==> config.mk <==
export PLATFORM = sky130hd
export DESIGN_NAME = entropy_src_repcnt_ctrl_flat
export DESIGN_NICKNAME = d
export VERILOG_FILES = /design/src/rtl/entropy_src_repcnt_ctrl_if.sv /design/src/rtl/entropy_src_repcnt_ctrl.sv /design/src/flat_wrapper.sv
export SDC_FILE = /design/constraint.sdc
export NUM_CORES = 1
export LEC_CHECK = 0
export CAP_MARGIN = 20
export CORE_MARGIN = 5
export CORE_UTILIZATION = 45
export CTS_BUF_LIST = sky130_fd_sc_hd__clkbuf_4
export DETAILED_ROUTE_END_ITERATION = 6
export PLACE_DENSITY = 0.82
export SLEW_MARGIN = 20
export SYNTH_ARGS = -nofsm -noshare
export SYNTH_HDL_FRONTEND = slang
export SYNTH_SLANG_ARGS = --single-unit
==> constraint.sdc <==
create_clock -name clk_i -period 4.9 [get_ports clk_i]
set_clock_uncertainty 0.15 [all_clocks]
set_input_delay 0.98 -clock clk_i [delete_from_list [all_inputs] [get_ports clk_i]]
set_output_delay 0.98 -clock clk_i [all_outputs]
set_load 0.05 [all_outputs]
==> src/rtl/entropy_src_repcnt_ctrl_if.sv <==
// Link between the repetitive-count test controller and the repcnt test instance:
// sample/fail/count/error flow from the test; active/clear flow back to it.
interface entropy_src_repcnt_ctrl_if #(
    parameter int RegWidth = 16
);
    logic                entropy_bit_vld_i;
    logic                test_fail_pulse_i;
    logic [RegWidth-1:0] test_cnt_i;
    logic                count_err_i;
    logic                ht_active_o;
    logic                ht_clear_o;

    modport master (
        input  entropy_bit_vld_i, test_fail_pulse_i, test_cnt_i, count_err_i,
        output ht_active_o, ht_clear_o
    );

    modport slave (
        output entropy_bit_vld_i, test_fail_pulse_i, test_cnt_i, count_err_i,
        input  ht_active_o, ht_clear_o
    );
endinterface

==> src/rtl/entropy_src_repcnt_ctrl.sv <==
// Sequences the repcnt health test: windowing of the sample stream, startup
// qualification, continuous monitoring and a sticky alert on repeated failing windows.
module entropy_src_repcnt_ctrl #(
    parameter int RegWidth     = 16,
    parameter int WinWidth     = 16,
    parameter int FailCntWidth = 4
) (
    input  logic                    clk_i,
    input  logic                    rst_ni,
    entropy_src_repcnt_ctrl_if.master ht_if,
    input  logic                    enable_i,
    input  logic [WinWidth-1:0]     window_i,
    input  logic [3:0]              startup_wins_i,
    input  logic [FailCntWidth-1:0] alert_thresh_i,
    output logic                    window_done_o,
    output logic                    window_fail_o,
    output logic                    startup_done_o,
    output logic [RegWidth-1:0]     watermark_o,
    output logic [RegWidth-1:0]     fail_total_o,
    output logic                    alert_o,
    output logic                    err_o
);

    typedef enum logic [3:0] {
        IDLE    = 4'b0001,
        STARTUP = 4'b0010,
        CONT    = 4'b0100,
        ALERT   = 4'b1000
    } state_e;

    state_e                  state_q, state_d;
    logic                    clear_q, clear_d;
    logic                    illegal_state;
    logic                    active, counting, win_close;
    logic [WinWidth-1:0]     win_cnt_q, win_last;
    logic                    close_pend_q, fail_flag_q;
    logic [3:0]              pass_cnt_q;
    logic [4:0]              pass_inc;
    logic [FailCntWidth-1:0] fail_cnt_q, fail_cnt_inc;
    logic                    thresh_hit;
    logic [RegWidth-1:0]     watermark_q, fail_total_q;
    logic                    alert_q, err_q;

    assign active    = (state_q == STARTUP) || (state_q == CONT) || (state_q == ALERT);
    assign counting  = active && enable_i && !clear_q;
    assign win_last  = (window_i == '0) ? '0 : window_i - WinWidth'(1);
    assign win_close = counting && ht_if.entropy_bit_vld_i && (win_cnt_q == win_last);

    // The result is reported the cycle after the last strobe so that sample's fail pulse is included.
    assign window_done_o = close_pend_q && enable_i;
    assign window_fail_o = window_done_o && (fail_flag_q || ht_if.test_fail_pulse_i);

    assign pass_inc     = {1'b0, pass_cnt_q} + 5'd1;
    assign fail_cnt_inc = (fail_cnt_q == '1) ? fail_cnt_q : fail_cnt_q + FailCntWidth'(1);
    assign thresh_hit   = (alert_thresh_i != '0) && (fail_cnt_inc >= alert_thresh_i);

    always_ff @(posedge clk_i or negedge rst_ni) begin
        if (!rst_ni) begin
            state_q <= IDLE;
            clear_q <= 1'b0;
        end else begin
            state_q <= state_d;
            clear_q <= clear_d;
        end
    end

    always_comb begin
        state_d       = state_q;
        clear_d       = 1'b0;
        illegal_state = 1'b0;
        case (state_q)
            IDLE: begin
                if (enable_i) begin
                    state_d = STARTUP;
                    clear_d = 1'b1;
                end
            end
            STARTUP: begin
                if (clear_q) begin
                    if (startup_wins_i == '0) state_d = CONT;
                end else if (window_done_o) begin
                    if (window_fail_o) begin
                        if (thresh_hit) state_d = ALERT;
                    end else if (pass_inc >= {1'b0, startup_wins_i}) begin
                        state_d = CONT;
                    end
                end
            end
            CONT: begin
                if (window_fail_o && thresh_hit) state_d = ALERT;
            end
            ALERT: begin
                state_d = ALERT;
            end
            default: begin
                illegal_state = 1'b1;
                state_d       = ALERT;
            end
        endcase
        // An illegal encoding must land in ALERT even if the block is being disabled.
        if (!enable_i && !illegal_state) begin
            state_d = IDLE;
            clear_d = 1'b0;
        end
    end

    always_ff @(posedge clk_i or negedge rst_ni) begin
        if (!rst_ni) begin
            win_cnt_q    <= '0;
            close_pend_q <= 1'b0;
            fail_flag_q  <= 1'b0;
            pass_cnt_q   <= '0;
            fail_cnt_q   <= '0;
            watermark_q  <= '0;
            fail_total_q <= '0;
            alert_q      <= 1'b0;
        end else if (clear_q) begin
            win_cnt_q    <= '0;
            close_pend_q <= 1'b0;
            fail_flag_q  <= 1'b0;
            pass_cnt_q   <= '0;
            fail_cnt_q   <= '0;
            watermark_q  <= '0;
            fail_total_q <= '0;
            alert_q      <= 1'b0;
        end else begin
            close_pend_q <= win_close;
            if (win_close) begin
                win_cnt_q <= '0;
            end else if (counting && ht_if.entropy_bit_vld_i) begin
                win_cnt_q <= win_cnt_q + WinWidth'(1);
            end

            // A pulse in the report cycle belongs to the closing window, so the new window starts clean.
            if (window_done_o) begin
                fail_flag_q <= 1'b0;
            end else if (counting && ht_if.test_fail_pulse_i) begin
                fail_flag_q <= 1'b1;
            end

            if (window_done_o && (state_q == STARTUP || state_q == CONT)) begin
                if (window_fail_o) begin
                    fail_cnt_q <= fail_cnt_inc;
                    if (fail_total_q != '1) fail_total_q <= fail_total_q + RegWidth'(1);
                    if (state_q == STARTUP) pass_cnt_q <= '0;
                end else if (state_q == STARTUP) begin
                    pass_cnt_q <= pass_inc[3:0];
                end else begin
                    fail_cnt_q <= '0;
                end
            end

            if (active && (ht_if.test_cnt_i > watermark_q)) watermark_q <= ht_if.test_cnt_i;
            if (state_d == ALERT) alert_q <= 1'b1;
        end
    end

    always_ff @(posedge clk_i or negedge rst_ni) begin
        if (!rst_ni) begin
            err_q <= 1'b0;
        end else if (ht_if.count_err_i || illegal_state) begin
            err_q <= 1'b1;
        end
    end

    assign ht_if.ht_active_o = active;
    assign ht_if.ht_clear_o  = clear_q;
    assign startup_done_o    = (state_q == CONT) || (state_q == ALERT);
    assign watermark_o       = watermark_q;
    assign fail_total_o      = fail_total_q;
    assign alert_o           = alert_q;
    assign err_o             = err_q;

endmodule

==> src/flat_wrapper.sv <==
// flat-port wrapper written by rule: the top's interface ports become plain ports
module entropy_src_repcnt_ctrl_flat 
#(
    parameter int RegWidth     = 16,
    parameter int WinWidth     = 16,
    parameter int FailCntWidth = 4
)
  (clk_i, rst_ni, enable_i, window_i, startup_wins_i, alert_thresh_i, window_done_o, window_fail_o, startup_done_o, watermark_o, fail_total_o, alert_o, err_o, ht_if_entropy_bit_vld_i, ht_if_test_fail_pulse_i, ht_if_test_cnt_i, ht_if_count_err_i, ht_if_ht_active_o, ht_if_ht_clear_o);
  entropy_src_repcnt_ctrl_if #(.RegWidth(RegWidth)) ht_if_i ();
  input  logic clk_i;
  input  logic rst_ni;
  input  logic enable_i;
  input  logic [WinWidth-1:0] window_i;
  input  logic [3:0] startup_wins_i;
  input  logic [FailCntWidth-1:0] alert_thresh_i;
  output logic window_done_o;
  output logic window_fail_o;
  output logic startup_done_o;
  output logic [RegWidth-1:0] watermark_o;
  output logic [RegWidth-1:0] fail_total_o;
  output logic alert_o;
  output logic err_o;
  input wire logic [$bits(ht_if_i.entropy_bit_vld_i)-1:0] ht_if_entropy_bit_vld_i;
  input wire logic [$bits(ht_if_i.test_fail_pulse_i)-1:0] ht_if_test_fail_pulse_i;
  input wire logic [$bits(ht_if_i.test_cnt_i)-1:0] ht_if_test_cnt_i;
  input wire logic [$bits(ht_if_i.count_err_i)-1:0] ht_if_count_err_i;
  output wire logic [$bits(ht_if_i.ht_active_o)-1:0] ht_if_ht_active_o;
  output wire logic [$bits(ht_if_i.ht_clear_o)-1:0] ht_if_ht_clear_o;
  assign ht_if_i.entropy_bit_vld_i = ht_if_entropy_bit_vld_i;
  assign ht_if_i.test_fail_pulse_i = ht_if_test_fail_pulse_i;
  assign ht_if_i.test_cnt_i = ht_if_test_cnt_i;
  assign ht_if_i.count_err_i = ht_if_count_err_i;
  assign ht_if_ht_active_o = ht_if_i.ht_active_o;
  assign ht_if_ht_clear_o = ht_if_i.ht_clear_o;
  entropy_src_repcnt_ctrl #(.RegWidth(RegWidth), .WinWidth(WinWidth), .FailCntWidth(FailCntWidth)) u_core (.clk_i(clk_i), .rst_ni(rst_ni), .ht_if(ht_if_i), .enable_i(enable_i), .window_i(window_i), .startup_wins_i(startup_wins_i), .alert_thresh_i(alert_thresh_i), .window_done_o(window_done_o), .window_fail_o(window_fail_o), .startup_done_o(startup_done_o), .watermark_o(watermark_o), .fail_total_o(fail_total_o), .alert_o(alert_o), .err_o(err_o));
endmodule
==> impl_metrics.csv <==
group,metric,value,unit
run_status,outcome,"completed",
yosys,synthesis.nets,675,
clocking,holdBufCountCts,0,
pwr,fin_total_pwr,2.18,mW
floorplan,num_rows,38,
clocking,cts_max_path_buffers,2,
clocking,clock_latency,0.42,ns
global_routing,grt_pass1_wl,21900,um
layout,insertedDiodeCount,0,
yosys,yosys_warnings,0,
pwr,p_per_area,366,nW/um2
routing,viasPerCell,5.98,
yosys,netlist_area,4910,um2
timing,setup-tns-final,0,ns
yosys,synth_cell_type_count,67,
global_routing,grt_pass1_vias,4730,
routing,wl_per_cell,15.8,um
yosys,avgSynthCellArea,8.19,um2
pwr,p_leak,2.43,nW
routing,drt-total-wl,12900,um
job,maxCapViolCount,0,
timing,min_period,4.23,ns
global_routing,grt_max_degree,45,
layout,final_cells,812,
clocking,clk_pin_slew_worst_paths,0.11,ns
setup_path,critPathKind,"in -> reg",
yosys,synth-async-reset-ratio,1.00,
timing,worst_slew_pin_slew,1.03,ns
yosys,synth-main-ff-cell,"dfrtp_1",
clocking,cts_tree,"yes",
floorplan,die_h,114,um
routing,drtPass1Iterations,5,
placement,port_buffers,84,
timing,slew_violations,0,
layout,area_growth,21.4,%
placement,place_congestion,0.920,
setup_path,crit_path_end_kind,"flop",
placement,placed_area,5820,um2
routing,antenna_left,0,
layout,final_area,5970,um2
timing,fmax,236,MHz
worst_hold_path,hold_path.class,"reg -> reg",
timing,rsz0062_at_grt,"false",
floorplan,initial_core_util,0.455,
setup_path,startpoint_type,"input pin",
floorplan,core_area,10800,um2
global_routing,gr-usage-all-layers,0.198,
setup_path,critical_path_arrival,4.37,ns
yosys,synth_edf_count,0,
placement,dpl.cell_count,796,
clocking,clockRootBuffer,"clkbuf_4",
routing,drt_iter0_markers,518,
yosys,netlist_instances,600,
placement,dpl.hpwl,9680,um
layout,fillers,957,
timing,setup_viol,0,
clocking,clock_sinks,65,
setup_path,path_max_fanout,25,
timing,hold_violations,0,
yosys,yosysSeqAreaShare,0.331,
routing,drc,0,
floorplan,die_x,114,um
clocking,ctsHtreeMaxLevel,3,
yosys,ys_seq_elements,65,
clocking,postCtsSetupBuffers,0,
floorplan,pin_count,85,
layout,nets,742,
floorplan,die-area,13100,um2
timing,post-route-period-util,0.864,
routing,dr_total_vias,4857,
clocking,cts_resized,0,
timing,relSlewSlack,0.312,
layout,drive_gt1_frac,0.0610,
global_routing,grt-ovfl-total,0,
clocking,cts_buffers,9,
setup_path,required,5.04,ns
global_routing,antenna_found_initial,0,
pwr,vdd_drop_max,0.445,mV
[cell usage in the layout (no fill, tap or decap), drive strengths merged, types with 12 or more instances in the layout]
| cell type | instances |
|---|---|
| a31oi | 12 |
| inv | 32 |
| nor3 | 32 |
| xnor2 | 16 |
| nand2 | 44 |
| nand4 | 15 |
| o21ai | 37 |
| clkdlybuf4s50 | 83 |
| dfrtp | 64 |
| ha | 29 |
| xor2 | 16 |
| a21oi | 40 |
| nand3 | 51 |
| nor2 | 49 |
[layout make-up]
type,instances,area [um2],share of cell area
clock inverters,7,71.3,0.0120
repair buffers,90,881,0.148
well taps,140,175,0.0294
clock buffers,9,67.6,0.0113
inverters,32,120,0.0201
multi-input cells,469,3020,0.507
flip-flops and latches,65,1630,0.273
[registers in the layout (all words and copies together), names as in the netlist]
register                 flops
u_core.watermark_o          16
u_core.state_q               4
u_core.fail_cnt_q            4
u_core.fail_flag_q           1
u_core.fail_total_o         16
u_core.alert_o               1
u_core.win_cnt_q            16
u_core.pass_cnt_q            4
u_core.err_o                 1
u_core.close_pend_q          1
u_core.ht_if.ht_clear_o      1
[metal layers]
layer  vias to the layer above  part of all wire  global-route usage
met5                         -                 0                   0
li1                       2333                 -                   -
met3                        12             0.060              0.0301
met4                         0            0.0089              0.0483
met2                       152              0.49               0.335
met1                      2360              0.44               0.267
[cell usage after synthesis, types with 6 or more instances]
cell type,number,area share
dfrtp_1,64,0.33
nand3_1,51,0.052
nor2_1,49,0.037
nand2_1,44,0.034
a21oi_1,40,0.041
o21ai_0,33,0.034
inv_1,32,0.024
clkbuf_1,29,0.022
ha_1,29,0.074
nor3_1,29,0.030
xnor2_1,16,0.029
xor2_1,16,0.029
nand4_1,14,0.018
a31oi_1,12,0.015
mux2i_1,9,0.018
nand2b_1,9,0.011
nor2b_1,9,0.011
nor4_1,7,0.0089
a21o_1,6,0.0092
or3_1,6,0.0076
[per-stage QoR]
stage / utilization / worst slack, ns / hold WS (ns)
detailed placement: 0.540 / 0.304 / 0.313
floorplan: - / 1.31 / 0.352
global placement: 0.540 / 0.478 / 0.308
CTS: 0.552 / 0.749 / 0.340
finish: 0.553 / 0.668 / 0.334
global route: 0.553 / 0.432 / 0.356
[critical path, stage by stage]
cell,delay (ns)
clkdlybuf4s50_1,0.48
inv_1,0.14
ha_1,0.24
or3b_1,0.50
nor3_1,0.46
o22ai_1,0.21
a221oi_1,0.27
and4b_1,0.29
nand4_4,0.33
a31oi_1,0.34
mux2i_1,0.12
[path summary, 6_finish.rpt]
| path | from | to | slack (ns) | cells past startpoint |
|---|---|---|---|---|
| max in group asynchronous | rst_ni | u_core.state_q[0] | 3.20 | 2 |
| worst min-delay path | u_core.err_o | u_core.err_o | 0.33 | 1 |
| min in group asynchronous | rst_ni | u_core.watermark_o[14] | 0.46 | 1 |
| worst max register to register | u_core.win_cnt_q[3] | u_core.win_cnt_q[11] | 1.95 | 7 |
| worst max-delay path | window_i[0] | u_core.win_cnt_q[11] | 0.67 | 11 |
| worst min register to register | u_core.err_o | u_core.err_o | 0.33 | 1 |
[where the power goes]
group          internal (mW)  total (mW)  switching [mW]
Clock                  0.154       0.358           0.204
Combinational          0.393        1.09           0.694
Sequential             0.632       0.739           0.107
[cells by family after synthesis]
kind of cell	Yosys count	share of synthesized area
mux	10	0.0206
buf+inv	66	0.0540
flops	65	0.331
fa+ha+maj	29	0.0739
xor+xnor	32	0.0571
simple gates	258	0.279
compound gates	140	0.184
(Power assumes the default switching activity.)
